### src/rtl/output_stream_buffer_if.sv
// Pixel stream bundle between the convolution controller, the output buffer and the host.
// The slave view is the buffer itself; the master view is whatever drives and drains it.
interface output_stream_buffer_if #(
  parameter int ACCUMULATION_WIDTH = 32
);
  logic                          in_valid;
  logic                          in_last;
  logic [ACCUMULATION_WIDTH-1:0] in_data;
  logic [31:0]                   in_x;
  logic [31:0]                   in_y;
  logic [31:0]                   in_ch;
  logic                          almost_full;

  logic                          out_valid;
  logic                          out_ready;
  logic [ACCUMULATION_WIDTH-1:0] out_data;
  logic [31:0]                   out_x;
  logic [31:0]                   out_y;
  logic [31:0]                   out_ch;
  logic                          out_last;

  modport slave (
    input  in_valid, in_last, in_data, in_x, in_y, in_ch, out_ready,
    output almost_full, out_valid, out_data, out_x, out_y, out_ch, out_last
  );

  modport master (
    output in_valid, in_last, in_data, in_x, in_y, in_ch, out_ready,
    input  almost_full, out_valid, out_data, out_x, out_y, out_ch, out_last
  );
endinterface

### src/rtl/output_stream_buffer.sv
// Captures finished output pixels into a small FWFT FIFO, streams them to the host and
// pulses layer_done once the final pixel of a layer has been consumed.
module output_stream_buffer #(
  parameter int ACCUMULATION_WIDTH = 32,
  parameter int FIFO_DEPTH         = 4,
  parameter int ALMOST_FULL_MARGIN = 2
) (
  input  logic                        clk,
  input  logic                        arst_n_in,
  input  logic                        start,
  output_stream_buffer_if.slave       s,
  output logic [$clog2(FIFO_DEPTH):0] count,
  output logic                        overflow,
  output logic                        layer_done
);
  localparam int AW = $clog2(FIFO_DEPTH);
  localparam int CW = AW + 1;
  localparam logic [CW-1:0] DEPTH_C   = CW'(FIFO_DEPTH);
  localparam logic [CW-1:0] AF_THRESH = CW'(FIFO_DEPTH - ALMOST_FULL_MARGIN);

  typedef enum logic [1:0] {IDLE, ACTIVE, DRAIN, DONE} state_t;

  typedef struct packed {
    logic                          last;
    logic [31:0]                   ch;
    logic [31:0]                   y;
    logic [31:0]                   x;
    logic [ACCUMULATION_WIDTH-1:0] data;
  } entry_t;

  state_t        state;
  entry_t        mem [FIFO_DEPTH];
  entry_t        head;
  entry_t        wr_entry;
  logic [AW-1:0] wr_ptr, rd_ptr;
  logic [CW-1:0] count_nxt;
  logic          full, push, pop, drop;

  assign full        = (count == DEPTH_C);
  assign s.out_valid = (count != '0);
  assign pop         = s.out_valid && s.out_ready;
  assign push        = s.in_valid && (state == ACTIVE) && (!full || pop);
  // A full FIFO with no pop in the same cycle cannot take the pixel; it is lost.
  assign drop        = s.in_valid && (state == ACTIVE) && full && !pop;
  assign count_nxt   = count + CW'(push) - CW'(pop);

  assign wr_entry = '{last: s.in_last, ch: s.in_ch, y: s.in_y, x: s.in_x, data: s.in_data};
  assign head     = mem[rd_ptr];

  // Head is gated so an empty FIFO presents all-zero outputs.
  assign s.out_data = s.out_valid ? head.data : '0;
  assign s.out_x    = s.out_valid ? head.x    : '0;
  assign s.out_y    = s.out_valid ? head.y    : '0;
  assign s.out_ch   = s.out_valid ? head.ch   : '0;
  assign s.out_last = s.out_valid && head.last;

  always_ff @(posedge clk) begin
    if (push) mem[wr_ptr] <= wr_entry;
  end

  always_ff @(posedge clk or negedge arst_n_in) begin
    if (!arst_n_in) begin
      state         <= IDLE;
      wr_ptr        <= '0;
      rd_ptr        <= '0;
      count         <= '0;
      overflow      <= 1'b0;
      layer_done    <= 1'b0;
      s.almost_full <= 1'b0;
    end else begin
      layer_done <= 1'b0;
      if (state == IDLE && start) begin
        state         <= ACTIVE;
        wr_ptr        <= '0;
        rd_ptr        <= '0;
        count         <= '0;
        overflow      <= 1'b0;
        s.almost_full <= (AF_THRESH == '0);
      end else begin
        if (push) wr_ptr <= wr_ptr + 1'b1;
        if (pop)  rd_ptr <= rd_ptr + 1'b1;
        if (drop) overflow <= 1'b1;
        count         <= count_nxt;
        s.almost_full <= (count_nxt >= AF_THRESH);
        case (state)
          ACTIVE: if (push && s.in_last) state <= DRAIN;
          DRAIN: begin
            if (count == '0) begin
              state      <= DONE;
              layer_done <= 1'b1;
            end
          end
          DONE:    state <= IDLE;
          default: state <= IDLE;
        endcase
      end
    end
  end
endmodule
### src/flat_wrapper.sv
// flat-port wrapper written by rule: the top's interface ports become plain ports
module output_stream_buffer_flat 
#(
  parameter int ACCUMULATION_WIDTH = 32,
  parameter int FIFO_DEPTH         = 4,
  parameter int ALMOST_FULL_MARGIN = 2
)
  (clk, arst_n_in, start, count, overflow, layer_done, s_in_valid, s_in_last, s_in_data, s_in_x, s_in_y, s_in_ch, s_out_ready, s_almost_full, s_out_valid, s_out_data, s_out_x, s_out_y, s_out_ch, s_out_last);
  output_stream_buffer_if #(.ACCUMULATION_WIDTH(ACCUMULATION_WIDTH)) s_i ();
  input  logic clk;
  input  logic arst_n_in;
  input  logic start;
  output logic [$clog2(FIFO_DEPTH):0] count;
  output logic overflow;
  output logic layer_done;
  input wire logic [$bits(s_i.in_valid)-1:0] s_in_valid;
  input wire logic [$bits(s_i.in_last)-1:0] s_in_last;
  input wire logic [$bits(s_i.in_data)-1:0] s_in_data;
  input wire logic [$bits(s_i.in_x)-1:0] s_in_x;
  input wire logic [$bits(s_i.in_y)-1:0] s_in_y;
  input wire logic [$bits(s_i.in_ch)-1:0] s_in_ch;
  input wire logic [$bits(s_i.out_ready)-1:0] s_out_ready;
  output wire logic [$bits(s_i.almost_full)-1:0] s_almost_full;
  output wire logic [$bits(s_i.out_valid)-1:0] s_out_valid;
  output wire logic [$bits(s_i.out_data)-1:0] s_out_data;
  output wire logic [$bits(s_i.out_x)-1:0] s_out_x;
  output wire logic [$bits(s_i.out_y)-1:0] s_out_y;
  output wire logic [$bits(s_i.out_ch)-1:0] s_out_ch;
  output wire logic [$bits(s_i.out_last)-1:0] s_out_last;
  assign s_i.in_valid = s_in_valid;
  assign s_i.in_last = s_in_last;
  assign s_i.in_data = s_in_data;
  assign s_i.in_x = s_in_x;
  assign s_i.in_y = s_in_y;
  assign s_i.in_ch = s_in_ch;
  assign s_i.out_ready = s_out_ready;
  assign s_almost_full = s_i.almost_full;
  assign s_out_valid = s_i.out_valid;
  assign s_out_data = s_i.out_data;
  assign s_out_x = s_i.out_x;
  assign s_out_y = s_i.out_y;
  assign s_out_ch = s_i.out_ch;
  assign s_out_last = s_i.out_last;
  output_stream_buffer #(.ACCUMULATION_WIDTH(ACCUMULATION_WIDTH), .FIFO_DEPTH(FIFO_DEPTH), .ALMOST_FULL_MARGIN(ALMOST_FULL_MARGIN)) u_core (.clk(clk), .arst_n_in(arst_n_in), .start(start), .s(s_i), .count(count), .overflow(overflow), .layer_done(layer_done));
endmodule
### config.mk
export PLATFORM = sky130hd
export DESIGN_NAME = output_stream_buffer_flat
export DESIGN_NICKNAME = d
export VERILOG_FILES = /design/src/rtl/output_stream_buffer_if.sv /design/src/rtl/output_stream_buffer.sv /design/src/flat_wrapper.sv
export SDC_FILE = /design/constraint.sdc
export NUM_CORES = 1
export LEC_CHECK = 0
export BUFFER_PORTS_ARGS = -buffer_cell sky130_fd_sc_hd__buf_2
export CORE_MARGIN = 2
export CORE_UTILIZATION = 53
export DETAILED_ROUTE_END_ITERATION = 8
export MAX_ROUTING_LAYER = met4
export PLACE_DENSITY = 0.79
export REMOVE_ABC_BUFFERS = 1
export SLEW_MARGIN = 20
export SYNTH_ARGS = -nofsm -noshare
export SYNTH_HDL_FRONTEND = slang
export SYNTH_SLANG_ARGS = --single-unit
### constraint.sdc
create_clock -name clk -period 4.9 [get_ports clk]
set_input_delay 0.49 -clock clk [delete_from_list [all_inputs] [get_ports clk]]
set_output_delay 0.49 -clock clk [all_outputs]
set_load 0.1 [all_outputs]
# After elaboration in Yosys (flattened, before gate mapping)
# Memory sizes are Yosys's and may differ from the RTL's.
# Cells that the tools add are included.
[word_totals] register_bits=12 ram_bits=516 out_inout_bits=136 word_cells=57 memories=1
[mem_list] name="u_core.mem" depth=4 width=129 read_ports=1 rd_ports_with_merged_regs=0 write_ports=1 line="output_stream_buffer.sv:32" source="entry_t mem [FIFO_DEPTH];"
[classes] addsub=4 magnitude_cmp=1 eq_ne=5 muxes=21 n_reduce_logical=18
[op_table] op="2-to-1 mux 32 bit" n=4
[op_table] op="2-to-1 mux 2 bit" n=7
[op_table] op="logical AND 1 bit" n=8
[op_table] op="2-to-1 mux 1 bit" n=8
[op_table] op="nonzero test 2 bit" n=3
[op_table] op="adder 2 x 1 -> 2 bit (second input constant)" n=2
[op_table] op="one-hot mux 2 bit (2 select lines)" n=1
[op_table] op="adder 3 x 1 -> 3 bit" n=1
[op_table] op="== test 3 bit (second input constant)" n=1
[op_table] op=">= comparator 3 x 2 -> 1 bit (second input constant)" n=1
[op_table] op="logical NOT 3 bit" n=1
[op_table] op="2-to-1 mux 3 bit" n=1
[op_table] op="inequality test 3 x 1 -> 1 bit (second input constant)" n=1
[op_table] op="inequality test 3 bit (second input constant)" n=1
[op_table] op="nonzero test 3 bit" n=1
[op_table] op="subtractor 3 x 1 -> 3 bit" n=1
[op_table] op="== test 2 x 1 -> 1 bit (second input constant)" n=1
[op_table] op="== test 2 bit (second input constant)" n=1
[op_table] op="logical NOT 1 bit" n=2
[op_table] op="logical NOT 2 bit" n=1
[op_table] op="AND reduction 2 bit" n=1
[op_table] op="logical OR 1 bit" n=1

# Longest topological paths before layout
# Gate-level depths: netlist of the first run.
[logic_depth] depth_word=8 ltp_mapped=10 ltp_nobuf=10

# Worst setup path after synthesis of the first run
# OpenSTA, ideal clock, no wires.
[synth_timing] path_type="flip-flop to flip-flop" from="reg u_core.count[0]" to="mem u_core.mem[0][0] in the netlist's numbering (enable)" setup_time_ns=0.504 arrival_time_ns=4.513 t_required_ns=4.396 path_slack_ns=-0.117 stages_incl_launch_ff=4 path_buffers=1 period_less_slack_ns=5.017 path_cell_list="dfrtp_1 -> clkbuf_1 -> or4b_1 -> and3_1"
[synth_via] elab_chain_cells=6 word_cells_on_any_way=8 classes_between="eq/ne (1); mux (2); reduce/logical (5)"
[synth_lines] item="start: declaration" line="output_stream_buffer.sv:12" source="output logic [$clog2(FIFO_DEPTH):0] count,"
[synth_lines] item="start signal: assignment" line="output_stream_buffer.sv:83" source="count <= count_nxt;"
[synth_lines] item="== test 3 bit or nonzero test 3 bit (tied branches)" line="output_stream_buffer.sv:39, output_stream_buffer.sv:40"
[synth_lines] item="logical NOT 1 bit or logical AND 1 bit (tied branches)" line="output_stream_buffer.sv:42, output_stream_buffer.sv:41"
[synth_lines] item="logical OR 1 bit (*)" line="output_stream_buffer.sv:42" source="assign push = s.in_valid && (state == ACTIVE) && (!full || pop);"
[synth_lines] item="logical AND 1 bit (*)" line="output_stream_buffer.sv:42"
[synth_lines] item="2-to-1 mux 1 bit (*)" line="output_stream_buffer.sv:58" source="if (push) mem[wr_ptr] <= wr_entry;"
[synth_lines] item="2-to-1 mux 1 bit (implied by the code) (*)" line="output_stream_buffer.sv:58"
[synth_lines] item="end: declaration" line="output_stream_buffer.sv:32"
# Mark *: on every way between the ends. The rest lies on a longest branch, timed or not.

# Final worst setup path of the first run
[layout_timing] from="reg u_core.rd_ptr[1]" to="out s_out_y[31]"
[layout_via] elab_chain_cells=2
[layout_lines] item="start: declaration" line="output_stream_buffer.sv:35" source="logic [AW-1:0] wr_ptr, rd_ptr;"
[layout_lines] item="start signal: assignment" line="output_stream_buffer.sv:81" source="if (pop) rd_ptr <= rd_ptr + 1'b1;"
[layout_lines] item="memory read (4 x 129 bit)"
[layout_lines] item="2-to-1 mux 32 bit" line="output_stream_buffer.sv:53" source="assign s.out_y = s.out_valid ? head.y : '0;"
[layout_lines] item="end: declaration" line="flat_wrapper.sv:27" source="output wire logic [$bits(s_i.out_y)-1:0] s_out_y;"
# No other way between the ends.

==> results of run 1 <==
## placed cells by master, fill, tap and decap left out, types with 2 or more instances in the layout
cell	netlist	final
edfxtp_1	516	516
buf_2	8	269
and2_1	131	131
mux4_2	129	129
clkbuf_16	0	55
diode_2	0	16
clkinv_1	0	15
clkbuf_1	19	10
dfrtp_1	12	10
nor2_1	9	9
ha_1	8	8
buf_12	0	8
clkinv_2	0	7
inv_1	5	5
bufinv_16	0	5
and3_4	0	4
a21oi_1	4	4
o21ai_0	4	4
buf_4	0	4
nand2_1	3	3
xor2_1	3	3
nand3_1	2	2
dfrtp_4	0	2
## per-stage QoR
step	instances	util (%)	hold slack [ps]	setup TNS [ps]
2_1_floorplan	847	-	194	-250680
3_5_place_dp	1639	59.0	384	0
6_report	1751	63.6	115	0
5_1_grt	1746	63.6	88.1	0
4_1_cts	1735	63.5	71.4	0
3_3_place_gp	1639	59.0	382	0
## critical path, cell delays in order, from the launching register on
cell	delay (ps)
dfrtp_4	900
buf_4	500
mux4_2	270
and2_1	160
buf_2	440
## metal layers
layer / track usage (%) / up-vias
met5: - / -
li1: - / 4254
met4: 6.91 / 0
met3: 5.49 / 62
met2: 32.2 / 311
met1: 26.6 / 5035
## worst max-delay path by stage
stage / from / to / slack [ps] / cells after the start
floorplan: u_core.rd_ptr[0] / s_out_ch[0] / -1930 / 2
global placement: u_core.rd_ptr[1] / s_out_y[14] / 2100 / 4
detailed placement: u_core.state[1] / u_core.mem[0][24] / 2060 / 5
CTS: u_core.rd_ptr[1] / s_out_y[14] / 1460 / 4
global route: u_core.count[1] / s_out_x[25] / 1350 / 5
finish: u_core.rd_ptr[1] / s_out_y[31] / 1510 / 4
## logic make-up after synthesis
kind of cell,share of synthesized area (%)
multiplexers,14.4
AND/OR/NAND/NOR,4.73
XOR/XNOR,0.173
adder cells (fa/ha/maj),0.594
flip-flops,78.2
AO/OA/AOI/OAI,0.545
buffers and inverters,1.37
## cell usage after synthesis, drive strengths merged
cell type | instances | area (um^2)
o311ai | 1 | 8.76
o211a | 1 | 10.0
and3 | 4 | 25.0
nor2 | 9 | 33.8
xnor2 | 1 | 8.76
o21ai | 4 | 20.0
dfrtp | 12 | 300
xor2 | 3 | 26.3
or4b | 1 | 10.0
a21bo | 1 | 10.0
a31o | 1 | 8.76
o211ai | 1 | 7.51
nor3 | 1 | 10.0
inv | 6 | 22.5
nand3 | 2 | 10.0
o2111ai | 1 | 8.76
and2 | 132 | 826
o31ai | 1 | 7.51
ha | 8 | 100
mux4 | 129 | 2910
nand2 | 3 | 11.3
mux2i | 1 | 10.0
or3 | 1 | 6.26
fa | 1 | 20.0
nor4b | 1 | 23.8
buf | 26 | 183
clkbuf | 19 | 71.3
a21oi | 4 | 20.0
o32ai | 1 | 8.76
edfxtp | 516 | 15500
## area by class of cell
class | instances | area [um^2]
well taps | 511 | 639
clock inverters | 30 | 270
flip-flops and latches | 528 | 15800
clock buffers | 65 | 1410
multi-input cells | 313 | 4160
repair buffers | 282 | 1550
fillers | 2541 | 13700
diodes | 16 | 40.0
inverters | 6 | 25.0
## registers in the layout, indices dropped and copies added, names as in the netlist
| register | flops |
|---|---|
| u_core.rd_ptr | 2 |
| u_core.overflow | 1 |
| u_core.count | 3 |
| u_core.mem | 516 |
| u_core.layer_done | 1 |
| u_core.s.almost_full | 1 |
| u_core.state | 2 |
| u_core.wr_ptr | 2 |
==> metrics.txt, run 1 <==
status=finished clean; pre-CTS setup slack=2060 ps; Initial DRT Pass Iterations=5; hold_buf cts=1; Worst EP required=4410 ps; Netlist cell types=34; Max-slew headroom=39.8%; R2R cell count=5; Worst Hold Launch=s_in_y[6]; min setup slack post-route=1510 ps; final setup vio count=0; maximum buffer depth of the clock tree=3; Worst R2R End=u_core.mem[0][106]; H-tree levels=2; Synth Instances=892; aggregate global routing overflow=0; synth warn=0; Port-buffer cells=269; Final Max Tran Viols=0; starting density of the core=53.8%; unrepaired setup endpoints after global routing=no; CTS buffer count=53; Final #Nets=1327; maximum capacitance violations=0; metal3 WL=2680 um; final instance area=23900 um^2; FMAX=295 MHz; R2R Setup Slk=2070 ps; initial drt markers=544; startpoint types=register; die area=39700 um^2; Via density=5.52; Clock transition at path regs=60 ps; Hold Path End=u_core.mem[0][70]; final worst path period share=69.1%; Synth Register Bits=528; wire length per cell=22.4 um; Root Driver=clkbuf_16; I/O Pins=270; first-pass GRT wire length=58500 um; Max FO, Critical Path=45; Arr. time, crit path=2900 ps; worst clock skew=28.8 ps; crit path time final=3390 ps; Die Width=199 um; Final Hold Violating Endpoints=0; R2R Path Start=u_core.state[1]; initial antenna violation count=11; # rows=71; Skew-Pair Late Insertion Delay=590 ps; DRC=0; top sig layer=met4; dpl hpwl=22500 um; GRT Overall Usage=20.6%; RePlAce Congestion=0.788; Slew @ Worst Pin=903 ps; share of cells above drive strength 1=40.1%; WL met2=19300 um; post-CTS setup buffer count=0; Antenna Nets Post-Route=0; CTS resizes=0; CTS tree=done; area growth from synthesis to layout=18.2%; dpl cell area=22200 um^2; WHS Path Cells=1; Worst Setup Path Type=register to output port; Sink Count=528; Post-Syn Area=20200 um^2; Core Footprint=37600 um^2; Seq/Total Area, Yosys=78.2%; routed length on met1=16300 um; routed vias=9662; number of global-route vias before repair=10200; height of the die=199 um; CP Capture Type=output port; mean post-synth cell area=22.7 um^2; worst min-delay path class=primary input to register; largest net degree at the start of global routing=130; Post-Route WL=39200 um
Power of run 1 is not shown: default switching activity piles up to over one toggle a cycle in this logic, so the estimate is an artifact.
==> inputs of run 2 (changes only) <==
--- a/config.mk
+++ b/config.mk
@@ -7,10 +7,10 @@
 export LEC_CHECK = 0
 export BUFFER_PORTS_ARGS = -buffer_cell sky130_fd_sc_hd__buf_2
 export CORE_MARGIN = 2
-export CORE_UTILIZATION = 53
+export CORE_UTILIZATION = 52
 export DETAILED_ROUTE_END_ITERATION = 8
 export MAX_ROUTING_LAYER = met4
-export PLACE_DENSITY = 0.79
+export PLACE_DENSITY = 0.81
 export REMOVE_ABC_BUFFERS = 1
 export SLEW_MARGIN = 20
 export SYNTH_ARGS = -nofsm -noshare
==> constraint.sdc (replaced) <==
create_clock -name clk -period 2.99 [get_ports clk]
set_input_delay 0.299 -clock clk [delete_from_list [all_inputs] [get_ports clk]]
set_output_delay 0.299 -clock clk [all_outputs]
set_load 0.1 [all_outputs]
==> run 2 against run 1 <==
Effect of this change:
- clock skew is 14 ps lower
- worst setup slack worse by 1400 ps
- via count is 6.6% higher
- wire length is 8.3% higher
- sequential cell count stayed put
- global-route usage is 1.5 points higher
- non-clock buffer count is 141 higher
- cell area is 5.9% higher
- critical path depth stayed put
- die area is 1.9% higher
- clock-buffer cell count is 1 higher
- core utilization is 2.2 points higher
- critical endpoint is now s_out_ch[17]
- largest cell class unchanged
==> metrics.txt, run 2 (synthesis results as in run 1) <==
wire length per cell=22.6 um; Max FO, Critical Path=36; # rows=72; crit path time final=2840 ps; dpl cell area=22300 um^2; max reg flops=516; # fillers=2455; number of global-route vias before repair=11300; post-route insts no fill=1882; Max-slew headroom=61.5%; Final Max Tran Viols=0; area growth from synthesis to layout=25.2%; Critical Path Max Stage Delay=750 ps; worst clock skew=15.2 ps; Clock transition at path regs=60 ps; Slew @ Worst Pin=577 ps; Via density=5.47; commonest non-fill, non-tap cell in the layout=edfxtp_1; FMAX=353 MHz; Final Hold Violating Endpoints=0; Sink Count=528; starting density of the core=52.5%; Post-Route WL=42500 um; Arr. time, crit path=2540 ps; R2R Path Start=u_core.state[1]; share of cells above drive strength 1=37.0%; die area=40500 um^2; largest net degree at the start of global routing=85; aggregate global routing overflow=0; R2R Setup Slk=570 ps; Skew-Pair Late Insertion Delay=580 ps; final instance area=25300 um^2; Worst Setup Path Type=register to output port; Largest regs=u_core.mem (516), u_core.count (3); dpl hpwl=23100 um; dpl cells=1655; CTS buffer count=52; CP Capture Type=output port; maximum capacitance violations=0; status=finished clean; Final #Nets=1467; most frequent cells in the layout=516 x edfxtp_1, 268 x buf_2, 131 x and2_1, 131 x dlygate4sd3_1, 129 x mux4_2; final worst path period share=94.9%; DRC=0; Worst R2R End=u_core.mem[1][16]; I/O Pins=270; CTS tree=done; CTS resizes=0; worst min-delay path class=primary input to asynchronous set/reset pin; Port-buffer cells=269; Root Driver=clkbuf_16; Worst EP required=2690 ps; H-tree levels=2; height of the die=201 um; final setup vio count=0; maximum buffer depth of the clock tree=3; Largest Register=u_core.mem; initial drt markers=693; RePlAce Congestion=0.827; Worst path slowest cell=dfrtp_4; Core Footprint=38500 um^2; routed vias=10300; Die Width=201 um; startpoint types=register; unrepaired setup endpoints after global routing=no; Initial DRT Pass Iterations=7; GRT Overall Usage=22.1%; first-pass GRT wire length=65600 um; initial antenna violation count=3; R2R cell count=5; Antenna Nets Post-Route=0; cells along the critical path=buf_12 > mux4_2 > and2_1 > buf_2
-- run 2: changes by cell type in the layout (fill, tap and decap cells not counted), moves of 2 or more --
cell           previous run  this run
clkbuf_8                  0         5
buf_12                    8        16
clkinv_2                  7         9
dlygate4sd3_1             1       131
clkinv_1                 15        11
buf_4                     4         8
diode_2                  16         4
clkbuf_1                 10         8
clkbuf_16                55        53
-- run 2: what timing repair did --
action / CTS / global route
endpoints found under the hold margin: 530 / 0
hold buffers: 131 / 0
setup buffers: 2 / 0
endpoints found under the setup margin: 73 / 0
-- run 2: worst max-delay path, delay by kind of cell, from the launching register on --
family	cells	cell delay (ps)
buffers and inverters	2	590
flip-flops	1	750
multiplexers	1	360
AND/OR/NAND/NOR	1	190
-- run 2: worst max path at each step --
stage                                start      endpoint  slack, ps  depth (start not counted)
after floorplan           u_core.rd_ptr[0]   s_out_ch[0]      -3650                          2
after global placement    u_core.rd_ptr[0]   s_out_y[12]        600                          4
after detailed placement  u_core.rd_ptr[0]   s_out_y[12]        570                          4
after CTS                 u_core.rd_ptr[1]   s_out_y[12]        120                          4
after global routing       u_core.count[1]  s_out_ch[30]         70                          5
final                     u_core.rd_ptr[1]  s_out_ch[17]        150                          4
-- run 2: metrics by stage --
stage          util [%]  setup WS (ps)  TNS (ps)  hold slack, ps
2_1_floorplan         -          -3650  -1459640            3.41
3_5_place_dp       58.1            571         0             202
6_report           65.8            154         0             153
5_1_grt            65.8           70.6         0             140
3_3_place_gp       58.1            601         0             196
4_1_cts            65.8            121         0             104
-- run 2: area by class of cell --
class	count	area, um^2	area share [%]
sequential	528	15800	62.4
clock inverter	24	206	0.816
antenna	4	10.0	0.0396
clock buffer	66	1430	5.63
multi-input combinational	313	4160	16.4
timing repair buffer	423	3030	12.0
inverter	6	25.0	0.0989
tap	518	648	2.56
-- run 2: layer usage --
layer	part of all wire [%]	global-route usage (%)
met1	40	28.8
met2	51	35.8
met5	0	-
met4	2.5	7.59
met3	6.3	3.87
Power of run 2 is left out for the same reason.
==> inputs of run 3 (changes only) <==
--- a/config.mk
+++ b/config.mk
@@ -6,11 +6,13 @@
 export NUM_CORES = 1
 export LEC_CHECK = 0
 export BUFFER_PORTS_ARGS = -buffer_cell sky130_fd_sc_hd__buf_2
+export CELL_PAD_IN_SITES_DETAIL_PLACEMENT = 1
+export CELL_PAD_IN_SITES_GLOBAL_PLACEMENT = 2
 export CORE_MARGIN = 2
-export CORE_UTILIZATION = 52
+export CORE_UTILIZATION = 40
 export DETAILED_ROUTE_END_ITERATION = 8
 export MAX_ROUTING_LAYER = met4
-export PLACE_DENSITY = 0.81
+export PLACE_DENSITY = 0.8
 export REMOVE_ABC_BUFFERS = 1
 export SLEW_MARGIN = 20
 export SYNTH_ARGS = -nofsm -noshare
==> run 3 against run 2 <==
Effect of this change:
- sequential cell count is the same
- worst hold slack got worse by 16 ps
- sequential share of layout area shrank 1.4 points
- critical path depth did not move
- final cell count up 9.6%
- non-clock buffer count up 14
- die area grew 29%
==> metrics.txt, run 3 (synthesis results as in run 1) <==
status=finished clean; Sink Count=528; FMAX=352 MHz; worst clock skew=18.1 ps; CP Capture Type=output port; # rows=82; initial drt markers=700; R2R cell count=5; Largest Register=u_core.mem; starting density of the core=40.4%; maximum capacitance violations=0; Worst Setup Path Type=register to output port; die area=52300 um^2; Final #Nets=1483; commonest non-fill, non-tap cell in the layout=edfxtp_1; share of cells above drive strength 1=37.5%; dpl cells=1824; Largest regs=u_core.mem (516), u_core.count (3); routed vias=10400; Post-Route WL=46100 um; Worst EP required=2690 ps; Final Hold Violating Endpoints=0; Max-slew headroom=62.8%; worst min-delay path class=primary input to asynchronous set/reset pin; crit path time final=2840 ps; Final Max Tran Viols=0; most frequent cells in the layout=516 x edfxtp_1, 240 x buf_2, 131 x and2_1, 131 x dlygate4sd3_1, 129 x mux4_2; Die Width=229 um; Worst R2R End=u_core.mem[1][114]; Via density=5.06; height of the die=229 um; Worst path slowest cell=mux4_2; startpoint types=register; R2R Path Start=u_core.state[1]; cells along the critical path=buf_16 > mux4_2 > and2_1 > buf_2; largest net degree at the start of global routing=64; Initial DRT Pass Iterations=5; Core Footprint=50000 um^2; initial antenna violation count=6; final setup vio count=0; CTS buffer count=54; Root Driver=clkbuf_16; aggregate global routing overflow=0; H-tree levels=2; Port-buffer cells=269; Slew @ Worst Pin=559 ps; post-route insts no fill=2062; number of global-route vias before repair=11700; dpl hpwl=28300 um; # fillers=4549; first-pass GRT wire length=71400 um; Critical Path Max Stage Delay=590 ps; final worst path period share=95.0%; RePlAce Congestion=0.739; R2R Setup Slk=510 ps; Arr. time, crit path=2540 ps; Skew-Pair Late Insertion Delay=600 ps; I/O Pins=270; area growth from synthesis to layout=28.1%; wire length per cell=22.3 um; GRT Overall Usage=18.5%; Antenna Nets Post-Route=0; CTS tree=done; DRC=0; Max FO, Critical Path=37; max reg flops=516; maximum buffer depth of the clock tree=3; Clock transition at path regs=60 ps
## run 3: cell types whose count changed in the layout (fill, tap and decap cells not counted), moves of 5 or more
| cell | change |
|---|---|
| buf_12 | +8 |
| buf_2 | -28 |
| buf_4 | +7 |
| clkbuf_1 | +7 |
| clkbuf_4 | +25 |
| clkbuf_8 | -5 |
## run 3: what timing repair did
action / 4_1_cts / 5_1_grt
hold buffers: 131 / 0
pin swaps: 0 / 0
hold endpoints to repair: 529 / 0
gates resized for setup: 7 / 26
buffers inserted: 1 / 0
setup endpoints to repair: 93 / 60
## run 3: layout make-up
cell class | instances | area (um^2) | share of cell area (%)
Sequential cell | 528 | 15800 | 61.1
Multi-Input combinational cell | 313 | 4160 | 16.1
Timing Repair Buffer | 437 | 3330 | 12.9
Clock buffer | 70 | 1430 | 5.54
Tap cell | 672 | 841 | 3.25
Clock inverter | 29 | 262 | 1.01
Inverter | 6 | 27.5 | 0.106
Antenna cell | 7 | 17.5 | 0.0677
## run 3: metrics by stage
step	setup WS [ps]	utilization (%)	hold WS (ps)	TNS [ps]	cell area (um^2)
2_1_floorplan	-3650	-	3.41	-1459640	20000
3_3_place_gp	524	45.5	197	0	22800
3_5_place_dp	499	45.5	197	0	22800
4_1_cts	20.0	51.6	84.1	0	25800
5_1_grt	-16.5	51.8	139	-76.3	25900
6_report	150	51.8	137	0	25900
## run 3: critical path: cells and delay by family, from the launching register on
kind	cells	cell delay [ps]
buf+inv	2	600
flops	1	550
mux	1	590
simple gates	1	180
## run 3: worst max path at each step
stage	startpoint	end	slack, ps	depth (start not counted)
3_3_place_gp	u_core.count[1]	s_out_ch[5]	520	5
6_report	u_core.rd_ptr[0]	s_out_data[5]	150	4
5_1_grt	u_core.count[1]	s_out_x[14]	-20	5
4_1_cts	u_core.count[1]	s_out_ch[19]	20	5
3_5_place_dp	u_core.count[1]	s_out_ch[5]	500	5
2_1_floorplan	u_core.rd_ptr[0]	s_out_ch[0]	-3650	2
## run 3: layer usage
metal | vias up | routed length (um) | track usage, % | share of wire, %
li1 | 4567 | - | - | -
met1 | 5538 | 19800 | 24.3 | 43
met2 | 264 | 23300 | 30.1 | 51
met4 | 0 | 840 | 4.55 | 1.8
met5 | - | 0 | - | 0
met3 | 60 | 2090 | 3.37 | 4.5
Power of run 3 is left out for the same reason.
